<file path="src/rtl/fir_mac_pkg.sv">
// Shared types and helpers for the single-MAC double-buffered FIR filter.
package fir_mac_pkg;

  typedef enum logic [1:0] {
    ST_IDLE = 2'd0,
    ST_MAC  = 2'd1,
    ST_OUT  = 2'd2
  } fir_state_e;

  typedef enum logic [1:0] {
    SAT_NONE = 2'd0,
    SAT_POS  = 2'd1,
    SAT_NEG  = 2'd2
  } sat_e;

  function automatic int clog2(input int value);
    int res;
    int v;
    res = 0;
    v   = value - 1;
    while (v > 0) begin
      res++;
      v = v >> 1;
    end
    return res;
  endfunction

  // Classifies a sign-extended accumulator against the signed out_w-bit range.
  function automatic sat_e sat_class(input logic signed [63:0] acc, input int out_w);
    logic signed [63:0] max_v;
    logic signed [63:0] min_v;
    max_v = (64'sd1 <<< (out_w - 1)) - 64'sd1;
    min_v = -(64'sd1 <<< (out_w - 1));
    if (acc > max_v) return SAT_POS;
    if (acc < min_v) return SAT_NEG;
    return SAT_NONE;
  endfunction

endpackage

</file>
<file path="src/rtl/fir_coef_bank.sv">
// Two-set coefficient register file: host writes the shadow set, the MAC reads
// the active set, and a pending swap commits on the next accepted sample.
module fir_coef_bank
  import fir_mac_pkg::*;
#(
  parameter int NUM_TAPS = 33,
  parameter int COEF_W   = 16,
  parameter int ADDR_W   = 6,
  parameter int IDX_W    = 6
) (
  input  logic                     clk,
  input  logic                     rst_n,
  input  logic                     wr_req,
  input  logic [ADDR_W-1:0]        wr_addr,
  input  logic signed [COEF_W-1:0] wr_data,
  input  logic                     swap_req,
  input  logic                     accept,
  input  logic [IDX_W-1:0]         rd_idx,
  output logic signed [COEF_W-1:0] rd_data,
  output logic                     active_set,
  output logic                     swap_pending
);

  logic signed [COEF_W-1:0] coef_q [2][NUM_TAPS];
  logic signed [COEF_W-1:0] coef_d [2][NUM_TAPS];
  logic act_q, act_d;
  logic pend_q, pend_d;
  logic commit;

  // A write on the accept edge keeps the old shadow stable, so the commit waits.
  always_comb begin
    coef_d = coef_q;
    commit = accept && pend_q && !wr_req;
    act_d  = act_q ^ commit;
    pend_d = commit ? 1'b0 : (pend_q | swap_req);
    if (wr_req && (int'(wr_addr) < NUM_TAPS)) begin
      coef_d[~act_q][wr_addr] = wr_data;
    end
  end

  always_ff @(posedge clk or negedge rst_n) begin
    if (!rst_n) begin
      for (int s = 0; s < 2; s++) begin
        for (int t = 0; t < NUM_TAPS; t++) begin
          coef_q[s][t] <= '0;
        end
      end
      act_q  <= 1'b0;
      pend_q <= 1'b0;
    end else begin
      coef_q <= coef_d;
      act_q  <= act_d;
      pend_q <= pend_d;
    end
  end

  assign rd_data      = coef_q[act_q][rd_idx];
  assign active_set   = act_q;
  assign swap_pending = pend_q;

endmodule

</file>
<file path="src/rtl/fir_mac_dbuf_filter.sv">
// Time-multiplexed single-MAC FIR: one tap per clock over a delay line, with a
// saturated output register and sticky saturation/overrun flags.
module fir_mac_dbuf_filter
  import fir_mac_pkg::*;
#(
  parameter int NUM_TAPS = 33,
  parameter int IN_W     = 3,
  parameter int COEF_W   = 16,
  parameter int OUT_W    = 16,
  parameter int ADDR_W   = 6,
  parameter int ACC_W    = IN_W + COEF_W + 7
) (
  input  logic                     iClk12M,
  input  logic                     iRsn,
  input  logic                     iEnSample,
  input  logic signed [IN_W-1:0]   iFirIn,
  input  logic                     iCsnCoef,
  input  logic                     iWrnCoef,
  input  logic [ADDR_W-1:0]        iAddrCoef,
  input  logic signed [COEF_W-1:0] iWrDtCoef,
  input  logic                     iCoeffSwap,
  output logic                     oActiveSet,
  output logic                     oSwapPending,
  output logic signed [OUT_W-1:0]  oFirOut,
  output logic                     oFirValid,
  output logic                     oSat,
  output logic                     oOverrun
);

  localparam int IDX_W  = clog2(NUM_TAPS);
  localparam int PROD_W = IN_W + COEF_W;
  localparam logic signed [OUT_W-1:0] OUT_MAX = {1'b0, {(OUT_W-1){1'b1}}};
  localparam logic signed [OUT_W-1:0] OUT_MIN = {1'b1, {(OUT_W-1){1'b0}}};

  fir_state_e state_q, state_d;
  logic [IDX_W-1:0]         idx_q, idx_d;
  logic signed [ACC_W-1:0]  acc_q, acc_d;
  logic signed [IN_W-1:0]   x_q [NUM_TAPS];
  logic signed [IN_W-1:0]   x_d [NUM_TAPS];
  logic signed [OUT_W-1:0]  out_q, out_d;
  logic vld_q, vld_d;
  logic sat_q, sat_d;
  logic ovr_q, ovr_d;
  logic accept;
  logic wr_req;
  logic signed [COEF_W-1:0] coef_rd;
  logic signed [PROD_W-1:0] prod;
  logic signed [63:0]       acc_ext;
  sat_e                     sat_kind;

  assign wr_req = !iCsnCoef && !iWrnCoef;
  assign accept = (state_q == ST_IDLE) && iEnSample;

  fir_coef_bank #(
    .NUM_TAPS (NUM_TAPS),
    .COEF_W   (COEF_W),
    .ADDR_W   (ADDR_W),
    .IDX_W    (IDX_W)
  ) u_coef_bank (
    .clk          (iClk12M),
    .rst_n        (iRsn),
    .wr_req       (wr_req),
    .wr_addr      (iAddrCoef),
    .wr_data      (iWrDtCoef),
    .swap_req     (iCoeffSwap),
    .accept       (accept),
    .rd_idx       (idx_q),
    .rd_data      (coef_rd),
    .active_set   (oActiveSet),
    .swap_pending (oSwapPending)
  );

  always_comb begin
    state_d  = state_q;
    idx_d    = idx_q;
    acc_d    = acc_q;
    x_d      = x_q;
    out_d    = out_q;
    vld_d    = 1'b0;
    sat_d    = sat_q;
    ovr_d    = ovr_q | (iEnSample && (state_q != ST_IDLE));
    prod     = PROD_W'(x_q[idx_q]) * PROD_W'(coef_rd);
    acc_ext  = 64'(acc_q);
    sat_kind = sat_class(acc_ext, OUT_W);
    case (state_q)
      ST_IDLE: begin
        if (accept) begin
          x_d[0] = iFirIn;
          for (int k = 1; k < NUM_TAPS; k++) begin
            x_d[k] = x_q[k-1];
          end
          acc_d   = '0;
          idx_d   = '0;
          state_d = ST_MAC;
        end
      end
      ST_MAC: begin
        acc_d = acc_q + ACC_W'(prod);
        if (idx_q == IDX_W'(NUM_TAPS - 1)) begin
          state_d = ST_OUT;
        end else begin
          idx_d = idx_q + IDX_W'(1);
        end
      end
      ST_OUT: begin
        vld_d   = 1'b1;
        state_d = ST_IDLE;
        case (sat_kind)
          SAT_POS: begin
            out_d = OUT_MAX;
            sat_d = 1'b1;
          end
          SAT_NEG: begin
            out_d = OUT_MIN;
            sat_d = 1'b1;
          end
          default: out_d = acc_q[OUT_W-1:0];
        endcase
      end
      default: state_d = ST_IDLE;
    endcase
  end

  always_ff @(posedge iClk12M or negedge iRsn) begin
    if (!iRsn) begin
      state_q <= ST_IDLE;
      idx_q   <= '0;
      acc_q   <= '0;
      for (int k = 0; k < NUM_TAPS; k++) begin
        x_q[k] <= '0;
      end
      out_q   <= '0;
      vld_q   <= 1'b0;
      sat_q   <= 1'b0;
      ovr_q   <= 1'b0;
    end else begin
      state_q <= state_d;
      idx_q   <= idx_d;
      acc_q   <= acc_d;
      x_q     <= x_d;
      out_q   <= out_d;
      vld_q   <= vld_d;
      sat_q   <= sat_d;
      ovr_q   <= ovr_d;
    end
  end

  assign oFirOut   = out_q;
  assign oFirValid = vld_q;
  assign oSat      = sat_q;
  assign oOverrun  = ovr_q;

endmodule
</file>
<file path="config.mk">
export PLATFORM = sky130hd
export DESIGN_NAME = fir_mac_dbuf_filter
export DESIGN_NICKNAME = d
export VERILOG_FILES = /design/src/rtl/fir_mac_pkg.sv /design/src/rtl/fir_coef_bank.sv /design/src/rtl/fir_mac_dbuf_filter.sv
export SDC_FILE = /design/constraint.sdc
export NUM_CORES = 2
export LEC_CHECK = 0
export BUFFER_PORTS_ARGS = -buffer_cell sky130_fd_sc_hd__buf_4
export CORE_ASPECT_RATIO = 0.6
export CORE_MARGIN = 10
export CORE_UTILIZATION = 45
export CTS_CLUSTER_SIZE = 20
export DETAILED_ROUTE_END_ITERATION = 8
export GPL_TIMING_DRIVEN = 0
export PLACE_DENSITY = 0.61
export SETUP_SLACK_MARGIN = 0.05
export SYNTH_ARGS = -nofsm -noshare
export SYNTH_HDL_FRONTEND = slang
export SYNTH_HIERARCHICAL = 1
export SYNTH_SLANG_ARGS = --single-unit
</file>
<file path="constraint.sdc">
create_clock -name iClk12M -period 5.7 [get_ports iClk12M]
set_clock_uncertainty 0.15 [all_clocks]
set_input_delay 0.57 -clock iClk12M [delete_from_list [all_inputs] [get_ports iClk12M]]
set_output_delay 0.57 -clock iClk12M [all_outputs]
set_load 0.05 [all_outputs]
</file>
==> key figures <==
Detailed routing
  • Iteration-0 DRC Markers: around 4.9k
  • DR vias: 39.8k
  • DR vias/cell: 6.17
  • Antenna viol nets, final: 0
  • Drt wl/cell: between 30 and 40 um
  • Drt pass-1 iters: 7
  • Final WL: approximately 200,000 um
  • DRC viols: 0

Die
  • Die area: 145,000 um^2
  • Core area: ~130,000 um^2
  • # IOs: 52
  • Die Width: 485 um
  • Die Y: 299 um
  • FP Rows: between 100 and 150
  • Starting Density: 45.3%

Cells and area
  • Post-layout util: between 50% and 60%
  • Final cell count without fillers: approximately 6.5k
  • Fillers: 10.7k
  • Synthesis-to-layout area growth: 17.1%
  • Share of cells above drive strength 1: 42.1%
  • Total Nets Final: 4,759

Synthesis
  • Synth Area per Inst: 13.4 um^2
  • Asr flop ratio synth: 100%
  • Post-Syn Nets: approximately 4.5k
  • Post-synth EDFFs: 0
  • Ys flop type: dfrtp_1
  • Yosys Warn Count: 6
  • FF+latch count, synth: 1,210
  • Cell Area, Synth: between 50,000 and 60,000 um^2
  • Distinct cells, synth: 88
  • Synth Instances: 4,359
  • Post-synthesis sequential area ratio: 51.8%

Critical path
  • Critical path startpoint category: flip-flop
  • Worst Path Required: 6.16 ns
  • CP startpoint: idx_q[5]
  • Critical Path Fanout Max: 10
  • Critical Path AT: between 6 and 7 ns
  • Crit path capture type: flip-flop
  • FF-to-FF Start: idx_q[5]
  • Worst setup path category: flip-flop to flip-flop

STA
  • Fmax: around 160 MHz
  • Setup violators final: 20
  • Least-Margin Pin Slew: 1.29 ns
  • Min Tclk post-route: 6.44 ns
  • RSZ-0062 raised after global routing: true
  • Max-slew violations: 0
  • Worst setup slack after layout: -0.744 ns
  • Fin. Hold Viols: 0
  • Hold_ws: 0.205 ns
  • Crit share post-route: 113%
  • Headroom to the max-slew limit: a little over an eighth

Placement
  • Port buffer count: 34
  • DP Wirelength: 146,000 um
  • Gpl congestion: 0.929
  • Dpl cells: approximately 6k

CTS
  • CTS Buf Count: 114
  • H-tree depth: 3
  • Reg clk slew, reported paths: 0.07 ns
  • Clk buf depth: 3
  • Clk sink count: approximately 1.2k
  • Clk_lat worst skew: 0.76 ns
  • Clk Tree Root Cell: clkbuf_16
  • CTS tree: yes

Run status
  • Status: finished with violations
  • Failing checks: setup timing

Min path
  • Tightest Hold Check Type: input pin to flip-flop
  • Hold Crit Start: iWrDtCoef[6]

GRT
  • Initial antenna violation count: 13
  • GRT Overall Usage: 27.6%
  • Largest net degree at the start of global routing: 178
  • GRT overflow: 0
  • First-pass GRT wire length: between 200,000 and 300,000 um
  • Vias in the first global route: roughly 40k

Pwr
  • Max IR drop VDD: 592 uV
  • Pwr/cell area: about 540 nW/um^2
  • Pwr Total: 37.3 mW
  • Lkg Pwr: 32.8 nW

Job
  • Max-Cap Viols: 0
## per-stage QoR
| step | setup TNS, ns | cell area, um^2 | setup WS [ns] |
|---|---|---|---|
| after detailed placement | -77.65 | 61200 | -3.79 |
| after global placement | - | 60900 | -12.53 |
| after global routing | -10.62 | 68400 | -0.823 |
| final | -9.56 | 68400 | -0.744 |
| after CTS | -6.64 | 67900 | -0.619 |
| after floorplan | -0.0469 | 58500 | -0.0416 |
## cells in the final DEF (no fill, tap or decap), types with 32 or more instances in the layout
cell and n:
nor2_1 154, buf_6 35, inv_1 33, o22ai_1 57
nand2_1 391, dfrtp_1 1206, clkbuf_8 43, buf_2 62
nor2_2 32, mux2_2 1078, o21ai_0 59, mux2i_1 228
buf_4 148, a21oi_1 50, clkbuf_16 120, mux4_2 158
clkbuf_1 170, fa_1 38
## critical path, cell delays in order, from the launching register on
cell	delay [ns]
dfrtp_1	0.52
inv_1	0.14
nand2_1	0.60
buf_2	0.69
o22ai_4	0.17
a32o_4	0.40
nand2b_4	0.18
fa_1	0.53
fa_1	0.43
fa_1	0.51
inv_2	0.05
ha_4	0.16
fa_2	0.38
a21o_1	0.21
a221oi_4	0.36
o22ai_4	0.18
o31ai_2	0.30
xor2_1	0.23
o21ai_1	0.08
## cell usage after synthesis, drive strengths merged (12+ instances only)
cell / number / share of area, %
dfrtp: 1210 / 52
mux2: 1079 / 21
nand2: 395 / 2.5
mux2i: 238 / 4.1
nor2: 194 / 1.5
clkbuf: 187 / 1.2
mux4: 173 / 6.8
buf: 163 / 1.8
o21ai: 80 / 0.69
o22ai: 68 / 0.73
a21oi: 65 / 0.57
ha: 53 / 1.1
fa: 40 / 1.4
and2: 37 / 0.41
inv: 36 / 0.23
nand3: 30 / 0.27
nor3: 21 / 0.19
nor2b: 19 / 0.20
nor4: 19 / 0.28
or3: 16 / 0.17
or4: 15 / 0.19
o21a: 14 / 0.18
a21o: 13 / 0.17
xnor2: 13 / 0.19
a211oi: 12 / 0.15
o21bai: 12 / 0.15
## cells by family (layout without fill, tap and decap cells)
kind of cell,after synthesis,after routing,share of synthesized area (%)
buffers and inverters,389,756,3.29
other,0,16,0
AO/OA/AOI/OAI,350,350,3.92
XOR/XNOR,24,24,0.360
AND/OR/NAND/NOR,803,803,6.46
multiplexers,1490,1490,31.6
flip-flops,1210,1210,51.8
adder cells (fa/ha/maj),93,93,2.51
## path summary, 6_finish.rpt
path                                                end  slack [ns]  cells after the start
min in group asynchronous       u_coef_bank/coef_q[455]        0.25                      2
worst max-delay path                          acc_q[18]       -0.74                     18
worst min register to register                     oSat        0.31                      1
max in group asynchronous       u_coef_bank/coef_q[836]        2.94                      5
worst max register to register                acc_q[18]       -0.74                     18
worst min-delay path            u_coef_bank/coef_q[982]        0.20                      2
## routing by layer
layer | share of wire (%) | vias to the layer above | track usage, % | routed length, um
met5 | 0.025 | - | 0 | 51
met4 | 2.9 | 6 | 7.49 | 5860
met3 | 13 | 318 | 10.2 | 26100
met2 | 37 | 1901 | 33.9 | 75000
met1 | 48 | 21300 | 44.0 | 97400
li1 | - | 16300 | - | -
## cell type report
| cell class | instances | area (um^2) | area share [%] |
|---|---|---|---|
| Antenna cell | 16 | 40.0 | 0.0585 |
| Inverter | 39 | 158 | 0.230 |
| Multi-Input combinational cell | 2760 | 27400 | 40.0 |
| Timing Repair Buffer | 166 | 1670 | 2.44 |
| Sequential cell | 1210 | 30300 | 44.3 |
| Buffer | 344 | 2800 | 4.09 |
| Tap cell | 1716 | 2150 | 3.14 |
| Clock buffer | 173 | 3470 | 5.07 |
| Clock inverter | 34 | 488 | 0.713 |
## power by group
group          leakage (nW)  internal [mW]  switching [mW]
logic                  14.3           7.76            11.2
registers              16.6           9.52           0.605
clock network          1.96           4.68            3.51
## state kept, by name (all words and copies together), names as in the netlist
name and cells:
u_coef_bank/swap_pending 1, idx_q 6, acc_q 26, u_coef_bank/coef_q 1056, oSat 1, oOverrun 1
oFirOut 16, state_q 2, x_q 99, oFirValid 1, u_coef_bank/active_set 1
## repair_timing
item / CTS / global route
hold buffers: 6 / 0
cloned: 2 / 0
pin swaps: 47 / 18
gates resized for setup: 423 / 82
endpoints found under the hold margin: 74 / 0
endpoints found under the setup margin: 26 / 21
setup buffers: 96 / 19
Note: power is estimated with default switching activity, not from simulation.
